### config.mk
export PLATFORM = sky130hd
export DESIGN_NAME = mod_counter_hex
export DESIGN_NICKNAME = d
export VERILOG_FILES = /design/src/rtl/mod_counter_hex.sv
export SDC_FILE = /design/constraint.sdc
export NUM_CORES = 1
export LEC_CHECK = 0
export BUFFER_PORTS_ARGS = -buffer_cell sky130_fd_sc_hd__buf_4
export CAP_MARGIN = 5
export CORE_MARGIN = 5
export CORE_UTILIZATION = 53
export DETAILED_ROUTE_END_ITERATION = 10
export HOLD_SLACK_MARGIN = 0.06
export PLACE_DENSITY = 0.81
export SLEW_MARGIN = 10
export SYNTH_ARGS = -nofsm -noshare
export SYNTH_HDL_FRONTEND = slang
export SYNTH_SLANG_ARGS = --single-unit
### constraint.sdc
create_clock -name clk -period 2.2 [get_ports clk]
set_clock_uncertainty 0.05 [all_clocks]
set_input_delay 0.44 -clock clk [delete_from_list [all_inputs] [get_ports clk]]
set_output_delay 0.44 -clock clk [all_outputs]
set_load 0.03 [all_outputs]
### src/rtl/mod_counter_hex.sv
// rtl/mod_counter_hex.sv - modulo up/down counter with load, tc/wrap flags and per-nibble 7-segment decode
// Count range is 0..MAX; loads above MAX clamp to MAX.
module mod_counter_hex #(
  parameter int WIDTH = 8,
  parameter int MAX   = 255
) (
  input  logic                     clk,
  input  logic                     rst,
  input  logic                     en,
  input  logic                     up,
  input  logic                     load,
  input  logic [WIDTH-1:0]         din,
  output logic [WIDTH-1:0]         q,
  output logic                     tc,
  output logic                     wrap,
  output logic [7*(WIDTH/4)-1:0]   hex
);

  localparam int D = WIDTH / 4;
  localparam logic [WIDTH-1:0] MAX_V = MAX[WIDTH-1:0];

  logic [WIDTH-1:0] q_q, q_d;
  logic             wrap_q, wrap_d;

  always_comb begin
    q_d    = q_q;
    wrap_d = 1'b0;
    if (load) begin
      q_d = (din > MAX_V) ? MAX_V : din;
    end else if (en) begin
      if (up) begin
        if (q_q == MAX_V) begin
          q_d    = '0;
          wrap_d = 1'b1;
        end else begin
          q_d = q_q + 1'b1;
        end
      end else begin
        if (q_q == '0) begin
          q_d    = MAX_V;
          wrap_d = 1'b1;
        end else begin
          q_d = q_q - 1'b1;
        end
      end
    end
  end

  always_ff @(posedge clk or negedge rst) begin
    if (!rst) begin
      q_q    <= '0;
      wrap_q <= 1'b0;
    end else begin
      q_q    <= q_d;
      wrap_q <= wrap_d;
    end
  end

  // tc deliberately ignores load so it flags the would-be wrap from en/up alone.
  assign tc   = en & ((up & (q_q == MAX_V)) | (~up & (q_q == '0)));
  assign q    = q_q;
  assign wrap = wrap_q;

  function automatic logic [6:0] seg7(input logic [3:0] n);
    logic [6:0] s;
    case (n)
      4'h0:    s = 7'b1000000;
      4'h1:    s = 7'b1111001;
      4'h2:    s = 7'b0100100;
      4'h3:    s = 7'b0110000;
      4'h4:    s = 7'b0011001;
      4'h5:    s = 7'b0010010;
      4'h6:    s = 7'b0000010;
      4'h7:    s = 7'b1111000;
      4'h8:    s = 7'b0000000;
      4'h9:    s = 7'b0010000;
      4'hA:    s = 7'b0001000;
      4'hB:    s = 7'b0000011;
      4'hC:    s = 7'b1000110;
      4'hD:    s = 7'b0100001;
      4'hE:    s = 7'b0000110;
      default: s = 7'b0001110;
    endcase
    return s;
  endfunction

  for (genvar i = 0; i < D; i++) begin : g_digit
    assign hex[7*i +: 7] = seg7(q_q[4*i +: 4]);
  end

endmodule

; ---- Word-level counts from Yosys, hierarchy flattened
; Memory sizes are Yosys's and may differ from the RTL's.
; Cells that the tools add are included.
[word_totals]
out_inout_bits = 24
reg_bits = 9
rom_bits = 224
memories = 2
[mem_list]
columns = name, words, word_bits, read_ports, rd_ports_with_merged_regs, write_ports, line
row1 = (name not given), 16, 7, 1, 0, 0, 66  ; case (n)
row2 = (name not given), 16, 7, 1, 0, 0, 66
[classes]
eq_ne = 1
add_sub_neg = 2
n_reduce_logical = 2
bitwise = 5
muxes = 11
magnitude_cmp = 1
[ops]
columns = operator, n
row1 = $mux W8, 6
row2 = $add A8 B1 Y8 const B, 1
row3 = $eq A8 B8 Y1 const B, 1
row4 = $gt A8 B8 Y1 const B, 1
row5 = $logic_not A8 Y1, 1
row6 = $sub A8 B1 Y8 const B, 1
row7 = $mux W1, 5
row8 = $and A1 B1 Y1, 3
row9 = $reduce_bool A2 Y1, 1
row10 = $not A1 Y1, 1
row11 = $or A1 B1 Y1, 1

; ---- Logic depth before layout (Yosys ltp)
[depth]
ltp_word = 5
mapped_depth = 8
depth_no_buf = 7

; ---- Worst setup path before layout
; OpenSTA, ideal clock, no wires.
[synth_path]
path_kind = flip-flop to output port
from = register q_q[1], in the netlist q[1]
to = output hex[1]
arrival_time_ns = 2.045
slack_ns = -0.335
path_buffers = 1
path_stages_with_launch = 6
path_cell_list = dfrtp_1 > clkbuf_2 > inv_1 > ha_1 > inv_1 > o31ai_1
[synth_via]
elab_chain_len = 1
[synth_lines]
columns = item, line
row1 = start: declaration, 22  ; logic [WIDTH-1:0] q_q, q_d;
row2 = start signal: assignment, 54  ; q_q <= q_d;
row3 = $mem_v2 Z16 W7, n/a
row4 = end: declaration, 16  ; output logic [7*(WIDTH/4)-1:0] hex
; No other way between the ends.

; ---- Final worst setup path
[layout_path]
from = register q_q[1], in the netlist q[1]
to = output hex[5]
; The elaborated chain is that of the path after synthesis.

==> run summary <==
The flow ran to the end, and the final reports show no timing, DRC or antenna violations. Dividing the detail-routed wire length by the instance count gives 16.82 um. The synthesized-area fraction occupied by and/or/nand/nor cells works out to 0.2398. The area share of fa/ha/maj cells after synthesis was 0.1133; the maximum clock insertion buffer count was 2. Counting the buffers created by CTS gives 3. The wire-length estimate of the detail-placed layout is 2933 um.

In this run the clock root is driven by a sky130_fd_sc_hd__clkbuf_4. The fraction of synthesis flops using an asynchronous set or reset pin is 1.000. The total of buffers placed on input and output ports works out to 36.

After clock tree synthesis, the clock-pin slew on the worst setup and hold paths is 0.06 ns. The first detailed-routing pass ran for 5 iterations. Summing all multi-input logic gate instances after layout gives 0.001095 mm^2.

At the pin with the least slew margin, the transition time is 0.3089 ns. TritonCTS built the clock tree. The total of warnings raised by yosys was 0; the arrival time of the worst setup path was 1.67 ns.

The first global-routing pass estimated 6686 um of wire. The proportion of netlist area held by the largest area contributor was 0.1700; the boundary pin count was 37. The repair_antennas step left the layout with diodes totalling 0.

Based on the critical path, the design can be clocked at up to 463.5 MHz. The count of placed standard cells in the final layout, fillers left out was 254. Ranked by total cell area, the synthesized netlist is headed by sky130_fd_sc_hd__dfrtp_1 17%, sky130_fd_sc_hd__ha_1 11%, sky130_fd_sc_hd__o21ai_0 6.0%. The filler cells instantiated in the layout total 174.

The tools report the number of maximum-capacitance violations as 0. The analysis attributes to cell leakage a power of 0.8340 nW. Flip-flop and latch count after synthesis: 9.

On the worst path, the slowest cell contributes a delay of 0.41 ns. The number of pins with negative max-slew slack in the final report was 0. The logs give 1458 for the via count of the first global-routing pass and 0 for the count of final hold-check violations. The sequential cells in the finished layout cover a total of 234.0 um^2. The slowest library cell on the worst path was sky130_fd_sc_hd__dfrtp_2. Cell taking the most area after synthesis: sky130_fd_sc_hd__dfrtp_1.

The number of enable-type register cells in the synthesized netlist is 0. The total via count after detailed routing is 1507. Walking the worst path, the cells encountered are buf_6 -> ha_1 -> buf_4 -> nand2_1 -> o21a_1 -> o21ai_2 -> buf_4. STA classifies the critical path startpoint as a flop. The net count of the finished layout was 250. The global-route congestion overflow total was 0; the layout-stage area growth over the synthesis result was 45.70%.

The tools report the setup total negative slack as 0 ns. The dominant register cell in the synthesized netlist is sky130_fd_sc_hd__dfrtp_1. The maximum fanout along the worst path was 11; the number of different library cells in the post-synthesis netlist was 53. The congestion estimate from routability-driven global placement came to 0.9082.

The count of routing violations after the opening detailed-route iteration is 139, and the number of nets produced by synthesis is 199. The setup check on the worst reg-to-reg path leaves a slack of 0.34 ns. After technology mapping, the gate count stands at 174. The portion of netlist area occupied by mux cells is 0.05760. Hold is met by 0.3273 ns.

The most numerous cell type found on the critical path is sky130_fd_sc_hd__buf_4. The die footprint was 0.003600 mm^2. Summed over all layers, the routed wires come to 4273 um. For this design the ratio of total power to cell area is 574.4 mW/mm^2.

A synthesized cell averages 7.615 um^2. Across the VDD grid, the largest voltage drop is 0.6034 mV. The overall die height is 60 um, and the number of sinks handled by clock tree synthesis is 9. The logs give 18 for the number of cell rows and 0.2407 for the total global-route track usage.

The region available for standard cell placement spans 0.002432 mm^2. The synthesized-area fraction occupied by xor and xnor cells was 0.006610; the data required time of the worst path was 1.71 ns. The share of layout cells above drive strength 1 came out at 0.4777. The synthesized-area fraction occupied by ao, oa, aoi and oai cells was 0.3088; the number of antenna violations at the first check in global routing was 0.

The run gives 0.7937 as the core utilization of the finished layout. The share of the cycle needed by the critical path after routing is 0.9808, and the post-placement cell count is 238. The setup-violating endpoint count in the final report came out at 0. The logs give 0.5448 for the starting density of the core and 1 for the number of H-tree branching levels. The tools report the share of the yosys chip area belonging to registers as 0.1700.

The headroom to the max-slew limit is 0.7930. The cell type group with the largest total delay on the critical path was buffers and inverters. The detail-routed via count per cell works out to 5.933.

Entering global routing, the biggest net connects 20 pins. The worst setup path is captured at a primary output. The post-layout total power came out at 0.001109 W. The number of nets with antenna violations after routing was 0.

The smallest clock period supported by the final layout is computed as 2.158 ns. For the cell area after technology mapping, the log shows 0.001325 mm^2. By area, the combinational part of the netlist is dominated by compound AO/OA/AOI/OAI gates. The floorplan step set the die width to 60 um. Number of design rule violations left after detail routing: 0.

The classification of the worst setup path is reg2out. Setup repair after global routing could not meet its margin everywhere. Together, buffers and inverters on the worst path number 3.

The clock reaches the later pin of the worst-skew pair after 0.27 ns. The path class of the tightest hold or removal check is in2reg.
-- synth_stat cells (all sizes together), types with 2 or more instances --
master,instances
nor2b,2
nand2,16
o211ai,2
clkbuf,7
dfrtp,9
a31oi,4
o2bb2ai,2
buf,7
o22ai,2
o21ai,16
ha,12
nand2b,3
nand3,8
a211oi,3
o21a,2
inv,9
a211o,2
nor3,4
or2,3
a21oi,15
nor2,17
o31ai,4
mux2i,5
-- repair_timing --
item                                   in CTS  in global routing
hold buffers                                1                  0
setup endpoints to repair                   4                  9
gates resized for setup                     9                 28
endpoints found under the hold margin       9                  0
pin swaps                                   0                  4
buffers inserted                            6                  5
cloned                                      0                  0
-- sequential cells by signal, summed over array words and instances, names as in the netlist --
register and flops:
q 8, wrap 1
-- metal layers --
layer,GRT usage,vias up,wire [um]
met5,0,-,0
met4,0.06646,0,58
met3,0.03024,9,237
met2,0.4182,56,2148
met1,0.3097,715,1828
li1,-,727,-
-- kinds of logic after synthesis --
family	Yosys count
AO/OA/AOI/OAI	61
XOR/XNOR	1
adder cells (fa/ha/maj)	12
buffers and inverters	25
flip-flops	9
multiplexers	6
AND/OR/NAND/NOR	60
-- worst register-to-register path: cells and delay by family (launching register included) --
kind / cells / cell delay [ns]
DFF: 1 / 0.41
buffers and inverters: 2 / 0.27
AOI/OAI and AO/OA: 4 / 0.61
adders and majority gates: 1 / 0.16
and+or+nand+nor: 1 / 0.26
-- where the power goes --
part	internal, W	switching [W]
Sequential	0.000185	0.0000397
Combinational	0.000322	0.000429
Clock	0.0000702	0.0000631
Total	0.000578	0.000531
-- stage by stage --
step	instance area (um^2)	setup slack [ns]
global placement	1668	0.1757
floorplan	1351	0.005143
finish	1931	0.04234
detailed placement	1668	0.1259
global route	1931	-0.05174
CTS	1769	0.001109
-- cell usage in the layout, fill, tap and decap left out, types with 4 or more instances in the layout --
master and count:
sky130_fd_sc_hd__a21oi_1 14, sky130_fd_sc_hd__buf_4 52, sky130_fd_sc_hd__buf_6 7, sky130_fd_sc_hd__dfrtp_2 7, sky130_fd_sc_hd__ha_1 5, sky130_fd_sc_hd__ha_4 5
sky130_fd_sc_hd__inv_1 5, sky130_fd_sc_hd__mux2i_1 4, sky130_fd_sc_hd__nand2_1 15, sky130_fd_sc_hd__nand3_1 7, sky130_fd_sc_hd__nor2_1 14, sky130_fd_sc_hd__o21ai_0 13
-- area by class of cell --
type,count,area share
clock buffers,4,0.01361
inverters,11,0.03046
multi-input cells,140,0.5671
flip-flops and latches,9,0.1212
well taps,30,0.01944
repair buffers,60,0.2482
-- final timing paths --
| kind | start | to | depth (start not counted) |
|---|---|---|---|
| min in group asynchronous | rst | q[3] | 2 |
| setup reg to reg | q[1] | q[3] | 8 |
| hold reg to reg | q[3] | q[3] | 2 |
| setup / recovery | q[1] | hex[5] | 7 |
| hold / removal | din[0] | q[0] | 3 |
| max in group asynchronous | rst | q[7] | 2 |
No activity file was read; power rests on OpenSTA's default activity.
